File: config.mk
export PLATFORM = sky130hd
export DESIGN_NAME = clock_set_ctrl_flat
export DESIGN_NICKNAME = d
export VERILOG_FILES = /design/src/rtl/clock_set_ctrl_if.sv /design/src/rtl/clock_set_ctrl.sv /design/src/flat_wrapper.sv
export SDC_FILE = /design/constraint.sdc
export NUM_CORES = 1
export LEC_CHECK = 0
export CORE_ASPECT_RATIO = 0.8
export CORE_MARGIN = 4
export CORE_UTILIZATION = 46
export CTS_BUF_LIST = sky130_fd_sc_hd__clkbuf_8
export DETAILED_ROUTE_END_ITERATION = 7
export MAX_ROUTING_LAYER = met4
export PLACE_DENSITY = 0.74
export SYNTH_ARGS = -nofsm -noshare
export SYNTH_HDL_FRONTEND = slang
export SYNTH_SLANG_ARGS = --single-unit
File: constraint.sdc
create_clock -name clk -period 2 [get_ports clk]
set_input_delay 0.4 -clock clk [delete_from_list [all_inputs] [get_ports clk]]
set_output_delay 0.4 -clock clk [all_outputs]
set_load 0.05 [all_outputs]
File: src/rtl/clock_set_ctrl_if.sv
// Request/status and CLOCK-facing signals of clock_set_ctrl.
// The slave modport is the sequencer; the master side is host logic plus CLOCK.
interface clock_set_ctrl_if;
  logic       start;
  logic       abort;
  logic [4:0] tgt_hr;
  logic [5:0] tgt_min;
  logic       tgt_pm;
  logic [4:0] cur_hr;
  logic [5:0] cur_min;
  logic       cur_pm;
  logic       set_hr;
  logic       set_min;
  logic       set_AMPM;
  logic       busy;
  logic       done;
  logic       err;

  modport master (
    output start, abort, tgt_hr, tgt_min, tgt_pm, cur_hr, cur_min, cur_pm,
    input  set_hr, set_min, set_AMPM, busy, done, err
  );

  modport slave (
    input  start, abort, tgt_hr, tgt_min, tgt_pm, cur_hr, cur_min, cur_pm,
    output set_hr, set_min, set_AMPM, busy, done, err
  );
endinterface

File: src/rtl/clock_set_ctrl.sv
// Steps CLOCK's hour, minute and AM/PM fields to a latched target with set pulses,
// settling and re-checking after each pulse, then verifying all fields together.
module clock_set_ctrl #(
  parameter int unsigned SETTLE    = 2,
  parameter int unsigned MAX_RETRY = 3
) (
  input logic             clk,
  input logic             rst,
  clock_set_ctrl_if.slave bus
);

  localparam int unsigned SW = (SETTLE > 1) ? $clog2(SETTLE) : 1;
  localparam int unsigned RW = (MAX_RETRY > 0) ? $clog2(MAX_RETRY + 1) : 1;
  localparam logic [SW-1:0] SettleLast = SW'(SETTLE - 1);
  localparam logic [RW-1:0] RetryMax   = RW'(MAX_RETRY);

  typedef enum logic [3:0] {
    StIdle, StChkHr, StPulseHr, StWaitHr, StChkMin, StPulseMin, StWaitMin,
    StChkPm, StPulsePm, StWaitPm, StVerify, StDone, StErr
  } state_e;

  state_e          state_q, state_d;
  logic [5:0]      pcnt_q, pcnt_d;
  logic [SW-1:0]   wcnt_q, wcnt_d;
  logic [RW-1:0]   retry_q, retry_d;
  logic [4:0]      tgt_hr_q;
  logic [5:0]      tgt_min_q;
  logic            tgt_pm_q, tgt_ok_q;
  logic            latch;
  logic            set_hr_q, set_min_q, set_pm_q, busy_q, done_q, err_q;

  logic tgt_ok_in;
  assign tgt_ok_in = (bus.tgt_hr >= 5'd1) && (bus.tgt_hr <= 5'd12) && (bus.tgt_min <= 6'd59);

  always_comb begin
    state_d = state_q;
    pcnt_d  = pcnt_q;
    wcnt_d  = wcnt_q;
    retry_d = retry_q;
    latch   = 1'b0;
    unique case (state_q)
      // DONE/ERR already count as the return to idle, so a new start is taken there too
      StIdle, StDone, StErr: begin
        state_d = StIdle;
        if (bus.start) begin
          latch   = 1'b1;
          pcnt_d  = '0;
          retry_d = '0;
          state_d = StChkHr;
        end
      end
      StChkHr: begin
        if (!tgt_ok_q) begin
          state_d = StErr;
        end else if (bus.cur_hr == tgt_hr_q) begin
          pcnt_d  = '0;
          state_d = StChkMin;
        end else if (pcnt_q >= 6'd12) begin
          state_d = StErr;
        end else begin
          state_d = StPulseHr;
        end
      end
      StChkMin: begin
        if (bus.cur_min == tgt_min_q) begin
          pcnt_d  = '0;
          state_d = StChkPm;
        end else if (pcnt_q >= 6'd60) begin
          state_d = StErr;
        end else begin
          state_d = StPulseMin;
        end
      end
      StChkPm: begin
        if (bus.cur_pm == tgt_pm_q) begin
          pcnt_d  = '0;
          state_d = StVerify;
        end else if (pcnt_q >= 6'd1) begin
          state_d = StErr;
        end else begin
          state_d = StPulsePm;
        end
      end
      StPulseHr, StPulseMin, StPulsePm: begin
        pcnt_d  = pcnt_q + 6'd1;
        wcnt_d  = '0;
        state_d = (state_q == StPulseHr)  ? StWaitHr :
                  (state_q == StPulseMin) ? StWaitMin : StWaitPm;
      end
      StWaitHr, StWaitMin, StWaitPm: begin
        if (wcnt_q == SettleLast) begin
          state_d = (state_q == StWaitHr)  ? StChkHr :
                    (state_q == StWaitMin) ? StChkMin : StChkPm;
        end else begin
          wcnt_d = wcnt_q + SW'(1);
        end
      end
      StVerify: begin
        if ((bus.cur_hr == tgt_hr_q) && (bus.cur_min == tgt_min_q) &&
            (bus.cur_pm == tgt_pm_q)) begin
          state_d = StDone;
        end else if (retry_q < RetryMax) begin
          retry_d = retry_q + RW'(1);
          state_d = StChkHr;
        end else begin
          state_d = StErr;
        end
      end
      default: state_d = StIdle;
    endcase
    if (bus.abort) begin
      state_d = StIdle;
      latch   = 1'b0;
    end
  end

  always_ff @(posedge clk) begin
    if (rst) begin
      state_q   <= StIdle;
      pcnt_q    <= '0;
      wcnt_q    <= '0;
      retry_q   <= '0;
      tgt_hr_q  <= '0;
      tgt_min_q <= '0;
      tgt_pm_q  <= 1'b0;
      tgt_ok_q  <= 1'b0;
      set_hr_q  <= 1'b0;
      set_min_q <= 1'b0;
      set_pm_q  <= 1'b0;
      busy_q    <= 1'b0;
      done_q    <= 1'b0;
      err_q     <= 1'b0;
    end else begin
      state_q   <= state_d;
      pcnt_q    <= pcnt_d;
      wcnt_q    <= wcnt_d;
      retry_q   <= retry_d;
      if (latch) begin
        tgt_hr_q  <= bus.tgt_hr;
        tgt_min_q <= bus.tgt_min;
        tgt_pm_q  <= bus.tgt_pm;
        tgt_ok_q  <= tgt_ok_in;
      end
      // Outputs are registered images of the next state
      set_hr_q  <= (state_d == StPulseHr);
      set_min_q <= (state_d == StPulseMin);
      set_pm_q  <= (state_d == StPulsePm);
      busy_q    <= !((state_d == StIdle) || (state_d == StDone) || (state_d == StErr));
      done_q    <= (state_d == StDone);
      err_q     <= (state_d == StErr);
    end
  end

  assign bus.set_hr   = set_hr_q;
  assign bus.set_min  = set_min_q;
  assign bus.set_AMPM = set_pm_q;
  assign bus.busy     = busy_q;
  assign bus.done     = done_q;
  assign bus.err      = err_q;

endmodule

File: src/flat_wrapper.sv
// flat-port wrapper written by rule: the top's interface ports become plain ports
module clock_set_ctrl_flat 
#(
  parameter int unsigned SETTLE    = 2,
  parameter int unsigned MAX_RETRY = 3
)
  (clk, rst, bus_start, bus_abort, bus_tgt_hr, bus_tgt_min, bus_tgt_pm, bus_cur_hr, bus_cur_min, bus_cur_pm, bus_set_hr, bus_set_min, bus_set_AMPM, bus_busy, bus_done, bus_err);
  clock_set_ctrl_if bus_i ();
  input logic clk;
  input logic rst;
  input wire logic [$bits(bus_i.start)-1:0] bus_start;
  input wire logic [$bits(bus_i.abort)-1:0] bus_abort;
  input wire logic [$bits(bus_i.tgt_hr)-1:0] bus_tgt_hr;
  input wire logic [$bits(bus_i.tgt_min)-1:0] bus_tgt_min;
  input wire logic [$bits(bus_i.tgt_pm)-1:0] bus_tgt_pm;
  input wire logic [$bits(bus_i.cur_hr)-1:0] bus_cur_hr;
  input wire logic [$bits(bus_i.cur_min)-1:0] bus_cur_min;
  input wire logic [$bits(bus_i.cur_pm)-1:0] bus_cur_pm;
  output wire logic [$bits(bus_i.set_hr)-1:0] bus_set_hr;
  output wire logic [$bits(bus_i.set_min)-1:0] bus_set_min;
  output wire logic [$bits(bus_i.set_AMPM)-1:0] bus_set_AMPM;
  output wire logic [$bits(bus_i.busy)-1:0] bus_busy;
  output wire logic [$bits(bus_i.done)-1:0] bus_done;
  output wire logic [$bits(bus_i.err)-1:0] bus_err;
  assign bus_i.start = bus_start;
  assign bus_i.abort = bus_abort;
  assign bus_i.tgt_hr = bus_tgt_hr;
  assign bus_i.tgt_min = bus_tgt_min;
  assign bus_i.tgt_pm = bus_tgt_pm;
  assign bus_i.cur_hr = bus_cur_hr;
  assign bus_i.cur_min = bus_cur_min;
  assign bus_i.cur_pm = bus_cur_pm;
  assign bus_set_hr = bus_i.set_hr;
  assign bus_set_min = bus_i.set_min;
  assign bus_set_AMPM = bus_i.set_AMPM;
  assign bus_busy = bus_i.busy;
  assign bus_done = bus_i.done;
  assign bus_err = bus_i.err;
  clock_set_ctrl #(.SETTLE(SETTLE), .MAX_RETRY(MAX_RETRY)) u_core (.clk(clk), .rst(rst), .bus(bus_i));
endmodule
After elaboration in Yosys (flattened, before gate mapping)
Index checks and enable logic that the tools add are counted.

word-level totals
  register bits after elaboration = 32
  latch bits = 0
  bits in writable memories = 0
  ROM bits = 0
  bits of input ports = 28
  output and inout port bits = 6
  word-level logic and storage cells = 100
  memories kept = 0

cells by class
  add/subtract/negate cells = 3
  multiply operators = 0
  div/mod/pow operators = 0
  magnitude comparators = 7
  equality and inequality tests = 27
  shifts and indexed selects = 0
  mux-type cells = 32
  bitwise logic cells = 0
  reductions and logical operators = 17

operators by type and width
  kind                                                                               number
  4-bit 2-to-1 mux                                                                   13
  4-bit equality test (second input constant)                                        8
  6-bit 2-to-1 mux                                                                   5
  6-bit one-hot mux with 5 select lines                                              1
  4-bit one-hot mux with 7 select lines                                              1
  4-bit by 3-bit equality test with 1-bit output (second input constant)             5
  4-bit by 2-bit equality test with 1-bit output (second input constant)             3
  2-bit by 1-bit != test with 1-bit output (second input constant)                   5
  3-bit OR reduction                                                                 3
  4-bit zero test                                                                    2
  2-bit 2-to-1 mux                                                                   4
  6-bit by 1-bit adder with 6-bit output (second input constant)                     1
  6-bit equality test                                                                1
  6-bit by 1-bit >= comparator with 1-bit output (second input constant)             1
  6-bit by 4-bit >= comparator with 1-bit output (second input constant)             1
  6-bit >= comparator (second input constant)                                        1
  6-bit less-or-equal comparator (second input constant)                             1
  6-bit AND reduction                                                                1
  5-bit equality test                                                                1
  5-bit by 1-bit >= comparator with 1-bit output (second input constant)             1
  5-bit by 4-bit less-or-equal comparator with 1-bit output (second input constant)  1
  1-bit 2-to-1 mux                                                                   5
  5-bit nonzero test                                                                 1
  4-bit by 1-bit equality test with 1-bit output (second input constant)             1
  13 further kinds                                                                   19

Logic depth before layout (Yosys ltp)
  word-level depth = 10
  gate-level depth with buffers = 9
  gate-level depth less buffers = 9

Worst setup path after synthesis
No wires, ideal clock.

  path type = input -> register
  start point = in bus_cur_hr[3]
  end point = reg u_core.set_hr_q, in the netlist u_core.bus.set_hr
  setup time = 0.117 ns
  arrival = 1.783 ns
  data required time = 1.883 ns
  path slack = 0.100 ns
  cell stages on the path = 7
  path buffers = 0
  path through = xor2_1 -> nor3_4 -> a21oi_1 -> a211o_1 -> or2_4 -> and3_4 -> and4bb_1

on the way
  longest elaborated chain between the ends = 7
  elaborated cells between the ends (all ways) = 9
  those cells by class = 2 x eq/ne; 5 x mux; 2 x reduce/logical

RTL lines
  item                                                line                                        source
  from (decl)                                         flat_wrapper.sv:16                          input wire logic [$bits(bus_i.cur_hr)-1:0] bus_cur_hr;
  5-bit equality test (*)                             clock_set_ctrl.sv:55, clock_set_ctrl.sv:99
  1-bit logical AND (2 in series)                     clock_set_ctrl.sv:99                        if ((bus.cur_hr == tgt_hr_q) && (bus.cur_min == tgt_min_q) &&
  4-bit 2-to-1 mux                                    clock_set_ctrl.sv:99
  4-bit one-hot mux with 7 select lines (*)           clock_set_ctrl.sv:41                        unique case (state_q)
  4-bit 2-to-1 mux (*)                                clock_set_ctrl.sv:111                       if (bus.abort) begin
  4-bit by 2-bit equality test with 1-bit output (*)  clock_set_ctrl.sv:145                       set_hr_q <= (state_d == StPulseHr);
  to (signal assigned)                                clock_set_ctrl.sv:145
  to (decl)                                           clock_set_ctrl.sv:30                        logic set_hr_q, set_min_q, set_pm_q, busy_q, done_q, err_q;

Every way passes the cells marked *; elsewhere a longest branch is shown, timed or not.
A chain may end at the register's enable or synchronous reset.

Final worst setup path
  start point = in bus_cur_min[2]
  end point = reg u_core.busy_q, in the netlist u_core.bus.busy

on the way
  longest elaborated chain between the ends = 10
  elaborated cells between the ends (all ways) = 13
  those cells by class = 3 x eq/ne; 4 x mux; 6 x reduce/logical

RTL lines
  item                                                    line                                        source
  from (decl)                                             flat_wrapper.sv:17                          input wire logic [$bits(bus_i.cur_min)-1:0] bus_cur_min;
  6-bit equality test (*)                                 clock_set_ctrl.sv:65, clock_set_ctrl.sv:99
  1-bit logical AND (2 in series)                         clock_set_ctrl.sv:99
  4-bit 2-to-1 mux                                        clock_set_ctrl.sv:99
  4-bit one-hot mux with 7 select lines (*)               clock_set_ctrl.sv:41
  4-bit 2-to-1 mux (*)                                    clock_set_ctrl.sv:111
  4-bit equality test or 4-bit zero test (tied branches)  clock_set_ctrl.sv:148                       busy_q <= !((state_d == StIdle) || (state_d == StDone) || (state_d == StErr));
  1-bit logical OR                                        clock_set_ctrl.sv:148
  1-bit logical OR (*)                                    clock_set_ctrl.sv:148
  1-bit zero test (*)                                     clock_set_ctrl.sv:148
  to (signal assigned)                                    clock_set_ctrl.sv:148
  to (decl)                                               clock_set_ctrl.sv:30

Marked as above.

==> results.ini <==
[critical_path]
cp-end-kind = flop
cpMostUsedCell = buf_4
crit_path_max_fanout = 4
cp_slowest_cell = dlygate4sd2_1
cp-start-kind = input port
path_buf_inv = 3
worstPathArrival_ns = 2.24
crit_path_cell_trace = dlygate4sd2_1 -> xor2_2 -> nor4_4 -> buf_4 -> and4_4 -> o221ai_4 -> buf_4 -> nand2_1 -> nor2b_1 -> o311a_1
cp.required_ns = 2.18
slowest_delay_ns = 0.27
critPathKind = input port to flop
cp_top_family = simple AND/OR/NAND/NOR gates

[cells_and_area]
nNetsFinal = 326
drive_gt1_share_pct = 31.6
n_antenna_cell = 0
nFillCells = 286
final_cell_mix = nor2_1 (34), buf_4 (34), dfxtp_1 (24)
area_growth_pct = 47.6
instances_no_fill = 349

[logic_synthesis]
synth.cell_area_um2 = 1940
ys_seq_area_share_pct = 32.9
synth.distinct_cells = 59
synth-seq-cells = 32
yosysTopAreaCell = dfxtp_1
ys.flop_type = dfxtp_1
syn-instance-count = 226
synth_edf_count = 0
synth_top_cell_area_share_pct = 32.9
synth.area.top_cells = dfxtp_1 (33%), xor2_1 (7.2%), nor2_1 (6.9%)
avgSynthCellArea_um2 = 8.60
syn_nets = 259
yosys_warnings = 0
async_flop_share_pct = 0

[place]
port_buffers = 33
gp_congestion = 0.884
dp_hpwl_um = 3860
place_inst = 337

[power]
p_leak_nw = 1.24
peakVddDrop_mv = 0.430
powerDensity_nw_per_um2 = 537

[timing]
fin_ws_ns = -0.0678
whs_ns = 0.464
setup_viol = 2
final_hold_viol_count = 0
grt_setup_unrepaired = yes
tightest_slew_ns = 0.519
finalCritPeriodShare_pct = 103
max_clock_freq_mhz = 484
slew_headroom_pct = 65.3
slew_violations = 0
min_period_ns = 2.07
finClkSkew_ns = 0.00926

[cts]
cts_hold_buf = 0
cts_tree = built
cts_root_buffer = clkbuf_8
clock-sinks = 32
htree_levels = 2
clock_path_buffers = 2
clk_latency_ns = 0.29
cts_made_buffers = 5
clk_pin_slew_ns = 0.08

[route]
wl_per_cell_um = 16.6
routed_wl_um = 5780
drtIter0Drc = 135
vias = 1992
drc_errors = 0
drt-vias-per-instance = 5.71
dr.pass1.iters = 4
ant_nets = 0

[global_route]
grt_pass1_vias = 1836
grt_pass1_wl_um = 8710
overflow = 0
grt_use_total_pct = 21.9
grt_max_degree = 17
antenna_found_initial = 0

[job]
cap_violations = 0

[outcome]
violations = negative setup slack
run_status = complete, but fails checks

[floorplanning]
initial_core_util_pct = 49.5
die_w_um = 80.7
core_area_um2 = 3930
ioPinCount = 34
die-area_um2 = 5340
num_rows = 20
die_h_um = 66.2

[worst_hold_path]
hp-class = flop to flop

## synthesized netlist by cell type (2+ instances only)
cell type and number:
nand2b_1 5, ha_1 5, a211oi_1 2, a21oi_1 12
nor2_1 36, o21ai_0 5, buf_2 5, nor3b_1 2
xor2_1 16, nor2b_1 2, mux2i_1 13, nand2_1 15
o211ai_1 2, dfxtp_1 32, nor3_1 5, nand3_1 5
or3_1 2, nand4_1 6, clkbuf_1 3, xnor2_1 2
inv_1 6, a2bb2oi_1 2, and3_1 4, a31oi_1 3
o22ai_1 2
## worst min-delay path: cells and delay by family, from the launching register on
family | cells | cell delay, ns
simple gates | 1 | 0.06
flops | 1 | 0.32
compound gates | 1 | 0.05
## layout make-up
cell class              count  area, um^2  area share [%]
clock buffers               5        68.8            2.40
multi-input cells         178        1400            48.9
inverters                   6        25.0           0.872
clock inverters             3        18.8           0.654
well taps                  55        68.8            2.40
flip-flops and latches     32         651            22.7
repair buffers             70         636            22.1
## flip-flops by register name, indices dropped and copies added, names as in the netlist, 2 cells and up
| signal | count |
|---|---|
| u_core.retry_q | 2 |
| u_core.pcnt_q | 6 |
| u_core.state_q | 4 |
| u_core.tgt_min_q | 6 |
| u_core.tgt_hr_q | 5 |
## path summary, 6_finish.rpt
check / from / endpoint / slack (ns) / cells past startpoint
max: bus_cur_min[2] / u_core.bus.busy$_SDFF_PP0_ / -0.07 / 10
min: u_core.retry_q[1]$_SDFFE_PP0P_ / u_core.retry_q[1]$_SDFFE_PP0P_ / 0.46 / 2
max reg2reg: u_core.pcnt_q[4]$_SDFFE_PP0P_ / u_core.bus.busy$_SDFF_PP0_ / -0.05 / 8
min reg2reg: u_core.retry_q[1]$_SDFFE_PP0P_ / u_core.retry_q[1]$_SDFFE_PP0P_ / 0.46 / 2
## repair_timing
item / 4_1_cts / 5_1_grt
gates resized for setup: 21 / 30
buffers inserted: 2 / 2
pin swaps: 9 / 21
setup endpoints to repair: 12 / 13
## cells by family after synthesis
family                   after synthesis  share of synthesized area (%)
AND/OR/NAND/NOR                       95                           26.6
AO/OA/AOI/OAI                         47                           18.8
flip-flops                            32                           32.9
XOR/XNOR                              18                           8.11
buffers and inverters                 16                           3.60
multiplexers                          13                           6.69
adder cells (fa/ha/maj)                5                           3.22
## stage by stage
stage / setup WS, ns / TNS [ns] / power [mW] / utilization, % / area, um^2
2_1_floorplan: 0.100 / 0 / 0.853 / - / 1940
3_3_place_gp: -0.430 / -5.57 / 0.989 / 65.4 / 2570
3_5_place_dp: -0.482 / -6.07 / 0.997 / 65.4 / 2570
4_1_cts: 0.00492 / 0 / 1.50 / 69.7 / 2740
5_1_grt: -0.125 / -0.556 / 1.60 / 73.1 / 2870
6_report: -0.0678 / -0.0939 / 1.54 / 73.1 / 2870
## power breakdown
part           internal, mW  total (mW)  switching [mW]
registers             0.659       0.682          0.0229
clock network         0.242       0.502           0.260
logic                 0.184       0.358           0.175
## layer usage
metal / track usage [%] / wire [um] / vias up / part of all wire, %
li1: - / - / 944 / -
met1: 30.2 / 2570 / 933 / 44
met2: 31.2 / 2620 / 85 / 45
met3: 5.18 / 340 / 30 / 5.9
met4: 7.81 / 252 / 0 / 4.4
met5: - / 0 / - / 0
(Power assumes the default switching activity.)
